--- config.mk ---
export PLATFORM = sky130hd
export DESIGN_NAME = jugador_param
export DESIGN_NICKNAME = d
export VERILOG_FILES = /design/src/rtl/jugador_pkg.sv /design/src/rtl/jugador_paso.sv /design/src/rtl/jugador_param.sv
export SDC_FILE = /design/constraint.sdc
export NUM_CORES = 1
export LEC_CHECK = 0
export BUFFER_PORTS_ARGS = -buffer_cell sky130_fd_sc_hd__buf_2
export CAP_MARGIN = 20
export CORE_MARGIN = 1.5
export CORE_UTILIZATION = 45
export DETAILED_ROUTE_END_ITERATION = 8
export SETUP_SLACK_MARGIN = 0.5
export SLEW_MARGIN = 20
export SYNTH_ARGS = -nofsm -noshare
export SYNTH_HDL_FRONTEND = slang
export SYNTH_SLANG_ARGS = --single-unit
--- constraint.sdc ---
create_clock -name clk -period 5.75 [get_ports clk]
set_input_delay 0.2875 -clock clk [delete_from_list [all_inputs] [get_ports clk]]
set_output_delay 0.2875 -clock clk [all_outputs]
set_load 0.01 [all_outputs]
--- src/rtl/jugador_pkg.sv ---
// Shared definitions for the player motion controller: FSM states, direction
// encoding and the default playfield bounds used by renderer and collision.
package jugador_pkg;

  localparam int unsigned JUG_ANCHO     = 10;
  localparam int unsigned JUG_X_MIN     = 215;
  localparam int unsigned JUG_X_MAX     = 425;
  localparam int unsigned JUG_X_INICIAL = 278;

  localparam logic [1:0] REPOSO = 2'd0;
  localparam logic [1:0] LENTO  = 2'd1;
  localparam logic [1:0] RAPIDO = 2'd2;

  typedef enum logic [1:0] {
    DIR_NINGUNA = 2'b00,
    DIR_IZQ     = 2'b01,
    DIR_DER     = 2'b10
  } dir_t;

  // One-bit encoding of the last direction kept by the FSM
  localparam logic LADO_IZQ = 1'b0;
  localparam logic LADO_DER = 1'b1;

  function automatic dir_t decodifica_dir(input logic izq, input logic der);
    dir_t d;
    d = DIR_NINGUNA;
    if (izq && !der) d = DIR_IZQ;
    if (der && !izq) d = DIR_DER;
    return d;
  endfunction

endpackage

--- src/rtl/jugador_paso.sv ---
// Combinational step unit: moves a position by one step in a direction and
// either saturates at or wraps to the opposite bound when it leaves the range.
module jugador_paso
  import jugador_pkg::*;
#(
  parameter int unsigned ANCHO = JUG_ANCHO,
  parameter int unsigned X_MIN = JUG_X_MIN,
  parameter int unsigned X_MAX = JUG_X_MAX
) (
  input  logic [ANCHO-1:0] pos_i,
  input  logic [ANCHO-1:0] step_i,
  input  dir_t             dir_i,
  input  logic             wrap_i,
  output logic [ANCHO-1:0] pos_o
);

  localparam int unsigned W1 = ANCHO + 1;

  logic [ANCHO:0] resta;
  logic [ANCHO:0] suma;

  // One extra bit so a left step below zero shows up as a borrow
  assign resta = {1'b0, pos_i} - {1'b0, step_i};
  assign suma  = {1'b0, pos_i} + {1'b0, step_i};

  always_comb begin
    pos_o = pos_i;
    case (dir_i)
      DIR_IZQ: begin
        if (resta[ANCHO] || (resta < W1'(X_MIN)))
          pos_o = wrap_i ? ANCHO'(X_MAX) : ANCHO'(X_MIN);
        else
          pos_o = resta[ANCHO-1:0];
      end
      DIR_DER: begin
        if (suma > W1'(X_MAX))
          pos_o = wrap_i ? ANCHO'(X_MIN) : ANCHO'(X_MAX);
        else
          pos_o = suma[ANCHO-1:0];
      end
      default: pos_o = pos_i;
    endcase
  end

endmodule

--- src/rtl/jugador_param.sv ---
// Player horizontal-motion controller: per-frame-tick left/right movement with
// hold-to-accelerate, bound flags and saturate/wrap handling at the edges.
module jugador_param
  import jugador_pkg::*;
#(
  parameter int unsigned ANCHO      = JUG_ANCHO,
  parameter int unsigned X_INICIAL  = JUG_X_INICIAL,
  parameter int unsigned X_MIN      = JUG_X_MIN,
  parameter int unsigned X_MAX      = JUG_X_MAX,
  parameter int unsigned DX         = 2,
  parameter int unsigned DX_RAPIDO  = 4,
  parameter int unsigned HOLD_TICKS = 8,
  parameter int unsigned MODO_WRAP  = 0
) (
  input  logic             clk,
  input  logic             reset,
  input  logic             tick,
  input  logic             izq,
  input  logic             der,
  output logic [ANCHO-1:0] posicionX,
  output logic             enMin,
  output logic             enMax,
  output logic             moviendo,
  output logic             rapido
);

  localparam int unsigned CW = (HOLD_TICKS < 1) ? 1 : $clog2(HOLD_TICKS + 1);

  if (!((X_MIN <= X_INICIAL) && (X_INICIAL <= X_MAX) &&
        (64'(X_MAX) < (64'(1) << ANCHO)))) begin : g_bad_bounds
    $error("jugador_param: illegal position bounds");
  end
  if (!((DX > 0) && (DX <= DX_RAPIDO) && (DX_RAPIDO <= X_MAX - X_MIN))) begin : g_bad_step
    $error("jugador_param: illegal step sizes");
  end
  if (HOLD_TICKS < 1) begin : g_bad_hold
    $error("jugador_param: HOLD_TICKS must be at least 1");
  end

  logic [ANCHO-1:0] pos_q, pos_d;
  logic [1:0]       estado_q, estado_d;
  logic [CW-1:0]    cnt_q, cnt_d;
  logic             lado_q, lado_d;
  logic             mov_q, mov_d;
  logic             rap_q, rap_d;

  dir_t             dir_c;
  dir_t             paso_dir;
  logic [ANCHO-1:0] paso_step;
  logic [ANCHO-1:0] paso_pos;
  logic             lado_c;
  logic [CW-1:0]    cnt_inc;

  assign dir_c   = decodifica_dir(izq, der);
  assign lado_c  = (dir_c == DIR_DER) ? LADO_DER : LADO_IZQ;
  assign cnt_inc = cnt_q + CW'(1);

  jugador_paso #(
    .ANCHO (ANCHO),
    .X_MIN (X_MIN),
    .X_MAX (X_MAX)
  ) u_paso (
    .pos_i  (pos_q),
    .step_i (paso_step),
    .dir_i  (paso_dir),
    .wrap_i (MODO_WRAP != 0),
    .pos_o  (paso_pos)
  );

  // Next-state and step selection; nothing changes without a tick
  always_comb begin
    estado_d  = estado_q;
    cnt_d     = cnt_q;
    lado_d    = lado_q;
    paso_dir  = DIR_NINGUNA;
    paso_step = ANCHO'(DX);
    if (tick) begin
      case (estado_q)
        REPOSO: begin
          if (dir_c != DIR_NINGUNA) begin
            paso_dir = dir_c;
            cnt_d    = CW'(1);
            lado_d   = lado_c;
            estado_d = LENTO;
          end
        end
        LENTO, RAPIDO: begin
          if (dir_c == DIR_NINGUNA) begin
            cnt_d    = '0;
            estado_d = REPOSO;
          end else if (lado_c != lado_q) begin
            paso_dir = dir_c;
            cnt_d    = CW'(1);
            lado_d   = lado_c;
            estado_d = LENTO;
          end else if (estado_q == LENTO) begin
            paso_dir = dir_c;
            cnt_d    = cnt_inc;
            if (cnt_inc >= CW'(HOLD_TICKS)) estado_d = RAPIDO;
          end else begin
            paso_dir  = dir_c;
            paso_step = ANCHO'(DX_RAPIDO);
          end
        end
        default: begin
          cnt_d    = '0;
          estado_d = REPOSO;
        end
      endcase
    end
  end

  assign pos_d = tick ? paso_pos : pos_q;
  assign mov_d = tick ? (paso_pos != pos_q) : mov_q;
  assign rap_d = (estado_d == RAPIDO);

  always_ff @(posedge clk or negedge reset) begin
    if (!reset) begin
      pos_q    <= ANCHO'(X_INICIAL);
      estado_q <= REPOSO;
      cnt_q    <= '0;
      lado_q   <= LADO_IZQ;
      mov_q    <= 1'b0;
      rap_q    <= 1'b0;
    end else begin
      pos_q    <= pos_d;
      estado_q <= estado_d;
      cnt_q    <= cnt_d;
      lado_q   <= lado_d;
      mov_q    <= mov_d;
      rap_q    <= rap_d;
    end
  end

  assign posicionX = pos_q;
  assign moviendo  = mov_q;
  assign rapido    = rap_q;
  assign enMin     = (pos_q == ANCHO'(X_MIN));
  assign enMax     = (pos_q == ANCHO'(X_MAX));

endmodule

### Word level (Yosys, flattened, before mapping)

Cells that the tools add are included.

* mux-type cells: 31
* equal/unequal tests: 14
* add/subtract/negate cells: 3
* magnitude comparators: 3
* reduce and logical (&&, ||, !) cells: 12

Operators with widths (count)
* 2-to-1 mux 10 bit: 2
* 2-to-1 mux 2 bit: 10
* one-hot mux 10 bit (2 select lines): 1
* 2-to-1 mux 4 bit: 4
* 2-to-1 mux 3 bit: 5
* adder 10 x 3 -> 11 bit: 1
* > comparator 11 x 9 -> 1 bit (second input constant): 1
* less-than comparator 11 x 8 -> 1 bit (second input constant): 1
* subtractor 10 x 3 -> 11 bit: 1
* equality test 10 x 8 -> 1 bit (second input constant): 1
* equality test 10 x 9 -> 1 bit (second input constant): 1
* inequality test 10 bit: 1
* equality test 2 bit (second input constant): 4
* one-hot mux 2 bit (2 select lines): 2
* one-hot mux 4 bit (2 select lines): 1
* inequality test 2 bit (second input constant): 3
* 2-to-1 mux 1 bit: 5
* AND reduction 5 bit: 1
* adder 4 x 1 -> 4 bit (second input constant): 1
* equality test 2 x 1 -> 1 bit (second input constant): 2
* >= comparator 4 bit (second input constant): 1
* zero test 2 bit: 2
* inequality test 4 bit (second input constant): 1
* nonzero test 2 bit: 2
* 7 further kinds: 9

* logic and storage cells: 69
* output and inout port bits: 14
* input bits: 5
* register bits: 19

### Depth between registers and ports, before layout

* depth after elaboration: 17
* mapped depth: 19
* mapped depth without buffers: 18

### Modules after synthesis

From an unflattened synthesis, not the netlist that was laid out.

* cell total of the unflattened synthesis: 325
* area total of the unflattened synthesis: 2687.6 µm²

By module, submodules not included
* jugador_paso: area each 1467.7 µm², cells an instance 212, instances 1
* jugador_param: area each 1219.9 µm², cells an instance 113, instances 1

### Worst setup path before layout

OpenSTA, ideal clock, no wires.

* path kind: in2reg
* from: input izq
* to: register mov_q, in the netlist moviendo
* slack: 1.952 ns
* arrival: 3.677 ns
* stages: 19
* data required time: 5.629 ns
* buffers on the path: 1
* cell sequence: inv_1 ha_1 xnor2_1 and3_1 nand2_1 or2_2 ha_1 inv_1 fa_1 and4b_1 buf_2 a21oi_1 o221ai_1 o311a_1 o311a_1 mux2i_1 o2111ai_1 a211o_1 o22a_1

* cells in the longest elaborated chain, start to end: 16
* elaborated cells between the ends (all ways): 29

Ends and longest elaborated chain
* start: declaration: line jugador_param.sv:18 `input logic izq,`
* logical AND 1 bit or zero test 1 bit (tied branches): line jugador_pkg.sv:27, jugador_pkg.sv:28
* 2-to-1 mux 1 bit or logical AND 1 bit (tied branches): line jugador_pkg.sv:27, jugador_pkg.sv:28
* 2-to-1 mux 2 bit *: line jugador_pkg.sv:28 `if (der && !izq) d = DIR_DER;`
* equality test 2 bit *: line jugador_param.sv:55 `assign lado_c = (dir_c == DIR_DER) ? LADO_DER : LADO_IZQ;`
* 2-to-1 mux 1 bit *: line jugador_param.sv:55
* named net lado_c: line jugador_param.sv:51 `logic lado_c;`
* inequality test 1 bit *: line jugador_param.sv:91 `end else if (lado_c != lado_q) begin`
* 2-to-1 mux 3 bit *: line jugador_param.sv:91
* 2-to-1 mux 3 bit *: line jugador_param.sv:88 `if (dir_c == DIR_NINGUNA) begin`
* 2-to-1 mux 3 bit *: line jugador_param.sv:78 `case (estado_q)`
* 2-to-1 mux 3 bit *: line jugador_param.sv:77 `if (tick) begin`
* subtractor 10 x 3 -> 11 bit: line jugador_paso.sv:23 `assign resta = {1'b0, pos_i} - {1'b0, step_i};`
* less-than comparator 11 x 8 -> 1 bit: line jugador_paso.sv:30 `if (resta[ANCHO] || (resta < W1'(X_MIN)))`
* logical OR 1 bit: line jugador_paso.sv:30
* 2-to-1 mux 10 bit: line jugador_paso.sv:30
* one-hot mux 10 bit (2 select lines) *: line jugador_paso.sv:28 `case (dir_i)`
* inequality test 10 bit *: line jugador_param.sv:114 `assign mov_d = tick ? (paso_pos != pos_q) : mov_q;`
* end signal: assignment: line jugador_param.sv:130 `mov_q <= mov_d;`
* end: declaration: line jugador_param.sv:44 `logic mov_q, mov_d;`

Mark *: on every way through the listed nets, which the timed path passes. The rest lies on a longest branch.
A chain may end at the register's enable or synchronous reset.

### Final worst setup path

* from: register estado_q[0]
* to: register mov_q, in the netlist moviendo

* cells in the longest elaborated chain, start to end: 12
* elaborated cells between the ends (all ways): 22

Ends and longest elaborated chain
* start: declaration: line jugador_param.sv:41 `logic [1:0] estado_q, estado_d;`
* start signal: assignment: line jugador_param.sv:127 `estado_q <= estado_d;`
* equality test 2 x 1 -> 1 bit: line jugador_param.sv:78, jugador_param.sv:96
* 2-to-1 mux 3 bit: line jugador_param.sv:96 `end else if (estado_q == LENTO) begin`
* 2-to-1 mux 3 bit: line jugador_param.sv:91
* 2-to-1 mux 3 bit: line jugador_param.sv:88
* 2-to-1 mux 3 bit: line jugador_param.sv:78
* 2-to-1 mux 3 bit: line jugador_param.sv:77
* subtractor 10 x 3 -> 11 bit: line jugador_paso.sv:23
* less-than comparator 11 x 8 -> 1 bit: line jugador_paso.sv:30
* logical OR 1 bit: line jugador_paso.sv:30
* 2-to-1 mux 10 bit: line jugador_paso.sv:30
* one-hot mux 10 bit (2 select lines) *: line jugador_paso.sv:28
* inequality test 10 bit *: line jugador_param.sv:114

Every way passes the cells marked *; elsewhere a longest branch is shown, timed or not.

==> key figures <==
Worst setup path
  • RR Startpoint: estado_q[0]
  • Crit. End Element: register
  • Startpoint Class: register
  • CP required: 5900 ps
  • Critical path peak fanout: 8
  • Worst EP arrival: 4470 ps
  • Internal reg-to-reg setup slack: 1440 ps
  • Worst path cell trace: inv_1, ha_1, and3_1, nand2_1, or2_2, ha_1, inv_1, fa_1, and4b_1, a21oi_1, o221ai_1, o311ai_0, o311ai_0, o2111ai_1, a211o_1, o22a_1
  • R2r worst-path depth: 16
  • Critical path type: register to register
  • FF-to-FF End: moviendo
  • Worst path max stage delay: 520 ps
  • Slowest cell on crit path: fa_1

Power and ir drop
  • P_leak: 0.995 nW
  • Power per Cell Area: 428 nW/um^2
  • Peak VDD IR: 0.000310 V
  • Final Power: 1.02 mW

STA
  • Post-layout minimum cycle time: 4310 ps
  • RSZ-0062 raised after global routing: false
  • Max-slew violation count: 0
  • Final worst slack: 1440 ps
  • Fmax: 0.232 GHz
  • Setup_tns: 0 ps
  • Worst Tran Pin Value: 757 ps
  • Clk_skew: 3.11 ps
  • Final setup fails: 0
  • Final Hold Viols: 0
  • Final worst-path cycle share: 0.750
  • Rel. slew slack: 0.496

Synth
  • Flops & latches, synth: 19
  • Largest area contributor in the netlist: dfrtp_1
  • Post-Syn Area per Cell: 7.73 sq um
  • Post-synth EDFFs: 0
  • Post-synth net total: 308
  • Post-synth ARST share: 1.00
  • Ranking of synthesized cells by area: dfrtp_1 17%, ha_1 7.9%, nand2_1 5.6%
  • Ys Warns: 0
  • Ys flop type: dfrtp_1
  • Top cell type's share of synthesized area: 0.169
  • Cells after Synth: 287
  • Cell variety after synth: 67
  • Post-synthesis sequential area ratio: 0.216
  • Synthesized cell area: 2220 sq um

Die
  • I/O pins: 19
  • Num rows: 25
  • Core area: 4720 sq um
  • Die area: 5360 sq um
  • Die height: 73.2 um
  • Initial core utilization: 0.470
  • Chip width: 73.2 um

Route
  • Routed vias: 2205
  • TritonRoute pass-1 iters: 5
  • Initial drt markers: 190
  • Vias per inst: 6.09
  • WL/cell: 16.7 um
  • ANT nets after route: 0
  • Final Routed Wirelength: 6060 um
  • DRC Markers: 0

Placed design
  • Gpl congestion: 0.912
  • Placed wire-length estimate: 4460 um
  • Dpl ws: 1390 ps
  • Dpl cells: 357
  • Port bufs: 18

Cells and area
  • Multi-input combinational cell area: 1590 sq um
  • Layout cells sized above 1: 0.132
  • Commonest non-fill, non-tap cell in the layout: nand2_1
  • Final Non-Filler Cells: 362
  • Diodes inserted: 0
  • Final #Nets: 317
  • FILL cells: 470
  • FF/Latch Area: 480 sq um
  • Most frequent cells in the layout: 33 x nand2_1, 20 x inv_1, 20 x o21ai_0
  • Synth-to-layout area growth: 7.22%

Outcome
  • Status: completed

Job
  • Max-cap violations: 0

Clocking
  • Worst-path clk slew: 80 ps
  • Root Driver: clkbuf_8
  • TritonCTS clock tree: done
  • # clock sinks: 19
  • Cts bufs inserted: 3
  • Worst skew pair latency: 260 ps
  • CTS H-tree depth: 1
  • Setup Buffers After CTS: 0
  • Clock Path Buffers: 2

Hold path
  • Worst Hold Class: primary input to register
  • Hold Startpoint: tick
  • Worst hold stages: 2
  • WHS Endpoint: posicionX[4]

Global routing
  • First-pass GRT wire length: 10200 um
  • Number of global-route vias before repair: 2031
  • Initial antenna violation count: 0
  • Global Route Usage Sum: 0.242
  • Largest net degree at the start of global routing: 24
  • Global route overflow: 0
==> final cells by class <==
type / count / area share
Multi-Input combinational cell: 231 / 0.667
Sequential cell: 19 / 0.202
Clock buffer: 3 / 0.0174
Tap cell: 67 / 0.0352
Timing Repair Buffer: 19 / 0.0421
Clock inverter: 1 / 0.00210
Inverter: 22 / 0.0347
==> flip-flops by register name (all words and copies together), names as in the netlist <==
signal,flops
lado_q,1
posicionX,10
rapido,1
estado_q,2
moviendo,1
cnt_q,4
==> per-stage QoR <==
stage                     hold slack (ps)  utilization  area, sq um
after floorplan                     -8.09            -         2220
final                                 355        0.504         2380
after global placement                253        0.492         2320
after CTS                             348        0.504         2380
after detailed placement              254        0.492         2320
after global routing                  362        0.504         2380
==> cell families (layout without fill, tap and decap cells) <==
kind of cell	after synthesis	in the layout	share of synthesized area
DFF	19	19	0.216
buffers and inverters	37	45	0.0688
and+or+nand+nor	108	108	0.259
xor gates and xnor gates	12	12	0.0474
muxes	3	3	0.0141
adders and majority gates	16	16	0.0970
AOI/OAI and AO/OA	92	92	0.297
==> synthesized netlist by cell type, types with 3 or more instances <==
library cell,number
a21o_1,4
a21oi_1,17
a31oi_1,4
a41oi_1,3
and3_1,5
buf_2,5
clkbuf_1,7
dfrtp_1,15
dfstp_2,4
ha_1,14
inv_1,20
nand2_1,33
nand2b_1,5
nand3_1,9
nand3b_1,5
nand4_1,3
nor2_1,17
nor2b_1,6
nor3_1,6
o211ai_1,3
o21a_1,3
o21ai_0,20
o31ai_1,3
or2_2,3
xnor2_1,9
xor2_1,3
==> worst max path at each step <==
stage          slack, ps  endpoint         from  cells past startpoint
6_report            1440  moviendo  estado_q[0]                     16
5_1_grt             1130  moviendo  estado_q[0]                     16
4_1_cts             1500  moviendo  estado_q[0]                     17
3_5_place_dp        1390  moviendo          izq                     17
3_3_place_gp        1410  moviendo          izq                     17
2_1_floorplan       1950  moviendo          izq                     19
==> where the power goes <==
part           switching [mW]  internal (mW)  leakage [nW]
combinational           0.362          0.261         0.731
clock                  0.0474         0.0483        0.0255
sequential              0.119          0.181         0.239
total                   0.529          0.490         0.995
==> critical path, delay by kind of cell, from the launching register on <==
family,cells,cell delay [ps]
AO/OA/AOI/OAI,7,1720
AND/OR/NAND/NOR,4,900
flip-flops,1,430
adder cells (fa/ha/maj),3,1030
buffers and inverters,2,150
==> repair_timing <==
action / in CTS / in global routing
hold buffers: 1 / 0
resized for setup: 0 / 0
endpoints found under the hold margin: 15 / 0
==> layer usage <==
layer	vias to the layer above	track usage	routed length (um)
met5	-	0	0
met4	0	0.0797	146
met3	13	0.0290	388
met2	84	0.362	2620
met1	1033	0.360	2900
li1	1075	-	-
Power figures use the tool's default switching activity.
